`src/rtl/regfile_scoreboard.sv`:
```
// ----------------------------------------------------------------------------
// regfile_scoreboard
//
// Integer register file (x0..x31) with a per-register pending-write
// scoreboard. Writeback writes the array and bypasses to both decode read
// ports in the same cycle. Decode issues are counted per destination
// register; reads of a register with outstanding writes stall decode.
//
// Ports:
//   clk          rising-edge clock
//   rst          synchronous active-high reset (clears array and counters)
//   op_write     writeback write enable
//   write_addr   writeback destination register
//   write_data   writeback data
//   rs1_addr     decode read port 1 address
//   rs2_addr     decode read port 2 address
//   rs1_used     decode instruction reads rs1
//   rs2_used     decode instruction reads rs2
//   rs1_data     read data port 1 (combinational, with writeback bypass)
//   rs2_data     read data port 2 (combinational, with writeback bypass)
//   issue_valid  decode wants to issue this cycle
//   issue_we     issuing instruction writes a register
//   issue_rd     issuing instruction's destination
//   flush        discard all pending-write tracking
//   stall        decode must hold; issue not accepted
//   pending_any  at least one register has outstanding writes
// ----------------------------------------------------------------------------
module regfile_scoreboard #(
    parameter int unsigned XLEN  = 32,
    parameter int unsigned NREG  = 32,
    parameter int unsigned CNT_W = 2,
    localparam int unsigned AW   = $clog2(NREG)
) (
    input  logic            clk,
    input  logic            rst,
    input  logic            op_write,
    input  logic [AW-1:0]   write_addr,
    input  logic [XLEN-1:0] write_data,
    input  logic [AW-1:0]   rs1_addr,
    input  logic [AW-1:0]   rs2_addr,
    input  logic            rs1_used,
    input  logic            rs2_used,
    output logic [XLEN-1:0] rs1_data,
    output logic [XLEN-1:0] rs2_data,
    input  logic            issue_valid,
    input  logic            issue_we,
    input  logic [AW-1:0]   issue_rd,
    input  logic            flush,
    output logic            stall,
    output logic            pending_any
);

    localparam logic [CNT_W-1:0] CNT_MAX = '1;

    logic [XLEN-1:0]  r_regs    [NREG];
    logic [CNT_W-1:0] r_cnt     [NREG];

    logic             w_wb_valid;
    logic             w_wb_hit  [NREG];
    logic [CNT_W-1:0] w_eff     [NREG];
    logic             w_inc     [NREG];
    logic [CNT_W-1:0] w_cnt_nxt [NREG];
    logic             w_issue_accept;

    // x0 is hardwired; writebacks to it are dropped everywhere.
    assign w_wb_valid = op_write && (write_addr != '0);

    // Effective count: a writeback landing this cycle already retires one
    // outstanding write, so readers of that register need not wait for it.
    always_comb begin
        for (int unsigned i = 0; i < NREG; i++) begin
            w_wb_hit[i] = w_wb_valid && (write_addr == AW'(i));
            w_eff[i]    = (w_wb_hit[i] && (r_cnt[i] != '0)) ? (r_cnt[i] - CNT_W'(1))
                                                            : r_cnt[i];
        end
    end

    // Read ports: x0 -> 0, then same-cycle writeback bypass, then array.
    always_comb begin
        if (rs1_addr == '0)
            rs1_data = '0;
        else if (op_write && (write_addr == rs1_addr))
            rs1_data = write_data;
        else
            rs1_data = r_regs[rs1_addr];

        if (rs2_addr == '0)
            rs2_data = '0;
        else if (op_write && (write_addr == rs2_addr))
            rs2_data = write_data;
        else
            rs2_data = r_regs[rs2_addr];
    end

    // Stall on RAW hazard or when the destination counter would overflow.
    always_comb begin
        logic w_raw1;
        logic w_raw2;
        logic w_full;
        w_raw1 = rs1_used && (rs1_addr != '0) && (w_eff[rs1_addr] != '0);
        w_raw2 = rs2_used && (rs2_addr != '0) && (w_eff[rs2_addr] != '0);
        w_full = issue_valid && issue_we && (issue_rd != '0) && (w_eff[issue_rd] == CNT_MAX);
        stall  = !flush && (w_raw1 || w_raw2 || w_full);
    end

    assign w_issue_accept = issue_valid && !stall && !flush;

    // Next counter value: simultaneous inc and dec cancel; dec saturates at 0.
    always_comb begin
        for (int unsigned i = 0; i < NREG; i++) begin
            w_inc[i]     = w_issue_accept && issue_we && (i != 0) && (issue_rd == AW'(i));
            w_cnt_nxt[i] = r_cnt[i];
            if (w_inc[i] && !w_wb_hit[i])
                w_cnt_nxt[i] = r_cnt[i] + CNT_W'(1);
            else if (!w_inc[i] && w_wb_hit[i] && (r_cnt[i] != '0))
                w_cnt_nxt[i] = r_cnt[i] - CNT_W'(1);
        end
    end

    always_comb begin
        pending_any = 1'b0;
        for (int unsigned i = 0; i < NREG; i++) begin
            if (r_cnt[i] != '0)
                pending_any = 1'b1;
        end
    end

    always_ff @(posedge clk) begin
        if (rst || flush) begin
            for (int unsigned i = 0; i < NREG; i++)
                r_cnt[i] <= '0;
        end else begin
            for (int unsigned i = 0; i < NREG; i++)
                r_cnt[i] <= w_cnt_nxt[i];
        end
    end

    // Writeback is honoured during flush; only reset blocks it.
    always_ff @(posedge clk) begin
        if (rst) begin
            for (int unsigned i = 0; i < NREG; i++)
                r_regs[i] <= '0;
        end else if (w_wb_valid) begin
            r_regs[write_addr] <= write_data;
        end
    end

endmodule

```
`config.mk`:
```
export PLATFORM = sky130hd
export DESIGN_NAME = regfile_scoreboard
export DESIGN_NICKNAME = d
export VERILOG_FILES = /design/src/rtl/regfile_scoreboard.sv
export SDC_FILE = /design/constraint.sdc
export NUM_CORES = 2
export LEC_CHECK = 0
export CAP_MARGIN = 10
export CELL_PAD_IN_SITES_DETAIL_PLACEMENT = 1
export CELL_PAD_IN_SITES_GLOBAL_PLACEMENT = 2
export CORE_AREA = 2 2 359 361
export DETAILED_ROUTE_END_ITERATION = 10
export DIE_AREA = 0 0 361 363
export HOLD_SLACK_MARGIN = 0.12
export PLACE_DENSITY_LB_ADDON = 0.1
export SLEW_MARGIN = 20
export SYNTH_ARGS = -nofsm -noshare
export SYNTH_HDL_FRONTEND = slang
export SYNTH_SLANG_ARGS = --single-unit
```
`constraint.sdc`:
```
create_clock -name clk -period 12.3 [get_ports clk]
set_input_delay 1.845 -clock clk [delete_from_list [all_inputs] [get_ports clk]]
set_output_delay 1.845 -clock clk [all_outputs]
set_load 0.01 [all_outputs]
```
## Yosys cells after proc, flatten, opt, wreduce, memory -nomap -nowiden

Memory sizes are Yosys's and may differ from the RTL's.
Index checks and enable logic that the tools add are counted.

- Register bits after elaboration: 0
- RAM bits: 1088
- Input bits: 60
- Output and inout bits: 66
- Word-level logic and storage cells: 661
- Memories kept: 2

Memories:

| memory | words | width | rd ports | clocked after memory_dff | write ports | RTL line | RTL |
|---|---|---|---|---|---|---|---|
| r_regs | 32 | 32 | 2 | 0 | 32 | 55 | `logic [XLEN-1:0] r_regs [NREG];` |
| r_cnt | 32 | 2 | 32 | 0 | 32 | 56 | `logic [CNT_W-1:0] r_cnt [NREG];` |

- Add/sub/neg operators: 63
- Order comparisons: 3
- Equality and inequality tests: 65
- Multiplexer cells: 182
- Bitwise operators: 35
- Reductions and logical operators: 311

Operator list:

| operator | number |
|---|---|
| $mux W2 | 132 |
| $logic_and A1 B1 Y1 | 202 |
| $eq A5 B5 Y1 const B | 32 |
| $mux W32 | 5 |
| $eq A5 B4 Y1 const B | 16 |
| $reduce_bool A2 Y1 | 34 |
| $logic_not A1 Y1 | 64 |
| $sub A2 B1 Y2 const B | 32 |
| $add A2 B1 Y2 const B | 31 |
| $mux W1 | 41 |
| $eq A5 B3 Y1 const B | 8 |
| $or A1 B1 Y1 | 32 |
| $reduce_or A32 Y1 | 1 |
| $bmux W2 S5 | 3 |
| $eq A5 B2 Y1 const B | 4 |
| $reduce_bool A5 Y1 | 4 |
| $ge A6 B6 Y1 const B | 3 |
| $not A5 Y6 | 3 |
| $logic_not A5 Y1 | 3 |
| $eq A5 B1 Y1 const B | 2 |
| $eq A5 B5 Y1 | 2 |
| $mux W5 | 1 |
| $logic_or A1 B1 Y1 | 3 |
| $eq A2 B2 Y1 const B | 1 |

## Logic depth before layout (Yosys ltp)

An unclocked memory read counts as a cell.

- Word-level depth: 34
- Mapped depth: 16
- Depth with buffers taken out: 13

## Worst setup path after synthesis

OpenSTA, ideal clock, no wires.

- Kind: input-to-output
- Start point: in rs2_addr[0]
- End point: out rs2_data[0]
- Arrival: 4733 ps
- Setup slack: 5722 ps
- Cell stages on the path: 11
- Path buffers: 7
- Cell sequence: buf_2 -> buf_2 -> clkbuf_1 -> buf_2 -> buf_2 -> buf_1 -> xor2_1 -> nor4_1 -> nand3_1 -> clkbuf_1 -> a211oi_1

- Word-level cells in the longest chain between the ends: 4

RTL lines:

| element | RTL line | RTL |
|---|---|---|
| from (decl) | 40 | `input logic [AW-1:0] rs2_addr,` |
| parallel branches: the longest is 3 deep, another holds $mem_v2 Z32 W32 | n/a |  |
| $mux W32 * | 87 | `if (rs2_addr == '0)` |
| to (decl) | 44 | `output logic [XLEN-1:0] rs2_data,` |

Every way passes the cells marked *.

## Worst setup path after layout

- Start point: in write_addr[3]
- End point: out stall

- Word-level cells in the longest chain between the ends: 13

RTL lines:

| element | RTL line | RTL |
|---|---|---|
| from (decl) | 37 | `input logic [AW-1:0] write_addr,` |
| $reduce_bool A5 Y1 | 66 | `assign w_wb_valid = op_write && (write_addr != '0);` |
| $logic_and A1 B1 Y1 | 66 |  |
| $logic_and A1 B1 Y1 | 72 | `w_wb_hit[i] = w_wb_valid && (write_addr == AW'(i));` |
| $logic_and A1 B1 Y1 | 73 | `w_eff[i] = (w_wb_hit[i] && (r_cnt[i] != '0)) ? (r_cnt[i] - CNT_W'(1))` |
| $mux W2, on equally long branches | n/a |  |
| $bmux W2 S5, on equally long branches | 100, 101 |  |
| $mux W2, on equally long branches (2 in a row) | 100, 101 |  |
| $reduce_bool A2 Y1, on equally long branches | 100, 101 |  |
| $logic_and A1 B1 Y1, on equally long branches | 100, 101 |  |
| $logic_or A1 B1 Y1 | 103 | `stall = !flush && (w_raw1 \|\| w_raw2 \|\| w_full);` |
| $logic_or A1 B1 Y1 * | 103 |  |
| $logic_and A1 B1 Y1 * | 103 |  |
| to (decl) | 49 | `output logic stall,` |

Mark *: on every way between the ends. The rest lies on a longest branch, timed or not. The select of a mux whose other input is x is not followed.

==> results_dict.tcl <==
set metrics [dict create \
    synth_edf_count 1024 \
    post_cts_buffers 0 \
    p_int_uw 6830 \
    worstPathArrival_ps 6660 \
    slowest_stage "nor3_1" \
    ys_seq_area_share_pct 50.8 \
    numCtsBuffers 118 \
    min-delay-start "r_cnt[0][0]$_SDFF_PP0_" \
    critical_path_class "primary input to primary output" \
    grt_pass1_vias 44603 \
    fin_crit_sh_pct 69.1 \
    grt_usage_pct 37.2 \
    power.switching_uw 2380 \
    io-pin-count 126 \
    rows 131 \
    finClkSkew_ps 22.4 \
    p_comb_share_pct 13.5 \
    required_ps 10450 \
    place_hpwl_mm 135 \
    gp_congestion 0.970 \
    worstMarginPinSlew_ps 1150 \
    fin_nets 4536 \
    synth-main-ff-cell "edfxtp_1" \
    die_area_um2 131000 \
    layout-drive-gt1-share_pct 23.0 \
    clk_pin_slew_ps 60 \
    ys_seq_elements 1088 \
    routed_wl_mm 243 \
    register_area_um2 32000 \
    cts_resized 0 \
    ant_nets 0 \
    worstSetupStartpoint "write_addr[3]" \
    final.min_clock_period_ps 8500 \
    maxCapViolations 0 \
    grt_pass1_wl_mm 341 \
    p_leak_uw 0.0234 \
    crit_path_end_kind "primary output" \
    synth_warnings 0 \
    seqPwrFrac_pct 47.2 \
    io_buffers 125 \
    cts_hold_buf 0 \
    fill_cells 12022 \
    die_y_um 363 \
    cp_common_cell "clkdlybuf4s50_1" \
    cts_tree "done" \
    instances_no_fill 6215 \
    holdPathEnd "r_cnt[0][0]$_SDFF_PP0_" \
    worstHoldPathCells 2 \
    reg2reg_depth 13 \
    core_um2 127000 \
    die_w_um 361 \
    first_pass_iters 6 \
    cp-start-kind "primary input" \
    h-tree-depth 3 \
    routedWlPerCell_um 39.1 \
    reg2reg_from "r_cnt[1][12]$_SDFFE_PP0P_" \
    whs_ps 489 \
    synth.avg_cell_area_um2 14.0 \
    synthCells 4509 \
    drtIter0Drc 6581 \
    reg2reg_to "r_cnt[0][29]$_SDFFE_PP0P_" \
    ff2ff_setup_slack_ps 7190 \
    drc 0 \
    setup_viol 0 \
    swShare_pct 25.9 \
    area_delta_synth_final_pct 10.8 \
    dp.cells 5985 \
    multiInputGateArea_um2 29500 \
    async_reset_ff_share_pct 0 \
    fin_tns_setup_ps 0 \
    fmax_mhz 118 \
    grt_max_degree 101 \
    hold_viol 0 \
    crit_path_cell_trace "clkdlybuf4s50_1 > buf_4 > nand2b_1 > nor3_1 > o31ai_1 > o32ai_1 > a2111oi_2 > nor4_1 > a2bb2oi_2 > nor3_4 > nor2_1 > clkdlybuf4s50_1" \
    vias_per_cell 7.06 \
    synth_area_um2 63000 \
    vias 43876 \
    crit_fanout 33 \
    finalMaxSlewViolations 0 \
    clock_latency_ps 760 \
    rsz0062_at_grt "no" \
    power_frac_clock_pct 39.3 \
    status "finished clean" \
    utilization_pct 55.0 \
    crit_path_max_incr_delay_ps 780 \
    hold_class "flop to flop" \
    clock_path_buffers 3 \
    start_util_pct 49.6 \
    antenna_found_initial 30 \
    powerDensity_nw_per_um2 132 \
    maxSlewHeadroom_pct 22.6 \
    cts.root.buffer_cell "clkbuf_16" \
    global_route.overflow_total 0 \
    synthDistinctLibCells 111 \
    vdd_drop_max_mv 0.115 \
    clock_sinks 1088 \
]
[worst max path at each step]
stage / to / slack (ps) / cells past startpoint
6_report: stall / 3800 / 12
5_1_grt: stall / 3610 / 12
4_1_cts: stall / 3920 / 12
3_5_place_dp: stall / 3910 / 12
3_3_place_gp: stall / 4050 / 12
2_1_floorplan: rs2_data[0] / 5720 / 11
[cells by family (layout without fill, tap and decap cells)]
logic type / count (synthesis) / after routing / synth area share, %
AOI/OAI and AO/OA: 450 / 450 / 5.21
and+or+nand+nor: 1630 / 1630 / 15.4
other: 1 / 40 / 0.00595
muxes: 729 / 729 / 23.9
xor gates and xnor gates: 45 / 45 / 0.625
buffers and inverters: 531 / 536 / 3.30
adders and majority gates: 35 / 35 / 0.687
DFF: 1088 / 1088 / 50.8
[layout make-up]
class,instances,share of cell area [%]
clock inverter,66,0.948
timing repair buffer,233,3.00
inverter,82,0.451
clock buffer,155,4.53
antenna,8,0.0287
sequential,1088,45.9
tap,1662,2.98
multi-input combinational,2921,42.2
[cells in the final DEF, fill, tap and decap left out, types with 33 or more instances in the layout]
cell type	n
a211oi_1	112
a21oi_1	73
and2_1	1017
buf_4	107
clkbuf_1	33
clkbuf_16	121
clkdlybuf4s50_1	111
dfxtp_1	64
edfxtp_1	1024
inv_1	78
mux2i_1	105
mux4_2	623
nand2_1	101
nand3_1	39
nor2_1	140
nor3_1	71
o21ai_0	45
xnor2_1	37
[metrics by stage]
stage / cell area (um^2) / worst slack (ps) / power (uW)
after floorplan: 63200 / 5720 / 5130
after global placement: 66000 / 4050 / 5620
after detailed placement: 66000 / 3910 / 5660
after CTS: 69800 / 3920 / 9220
after global routing: 69800 / 3610 / 9430
final: 69800 / 3800 / 9220
[state kept, by name, indices dropped and copies added, names as in the netlist]
register / flops
r_regs: 1024
r_cnt: 64
[power by group through the flow]
stage / registers, uW / logic [uW] / clock network, uW
after global placement: 4400 / 1220 / 0
final: 4350 / 1250 / 3620
after CTS: 4350 / 1240 / 3640
after floorplan: 4380 / 753 / 0
after detailed placement: 4420 / 1230 / 0
after global routing: 4370 / 1290 / 3770
[worst max-delay path: cells and delay by family]
family	cells	cell delay [ps]
AND/OR/NAND/NOR	5	2240
AO/OA/AOI/OAI	4	1100
buffers and inverters	3	1400
[layer usage]
layer / global-route usage, % / routed length, um
met5: 0 / 26
met4: 15.9 / 12100
met3: 6.99 / 24700
met2: 59.9 / 115000
met1: 49.8 / 91300
[synthesized netlist by cell type, types with 41 or more instances]
cell      instances  area [um^2]
a211oi_1        112          841
a21oi_1          73          365
and2_1         1018         6370
buf_1            62          233
clkbuf_1        347         1300
dfxtp_1          64         1280
edfxtp_1       1024        30700
inv_1            79          297
mux2i_1         105         1050
mux4_2          623        14000
nand2_1         101          379
nand3_1          41          205
nor2_1          158          593
nor3_1           85          425
o21ai_0          45          225
(Power assumes the default switching activity.)
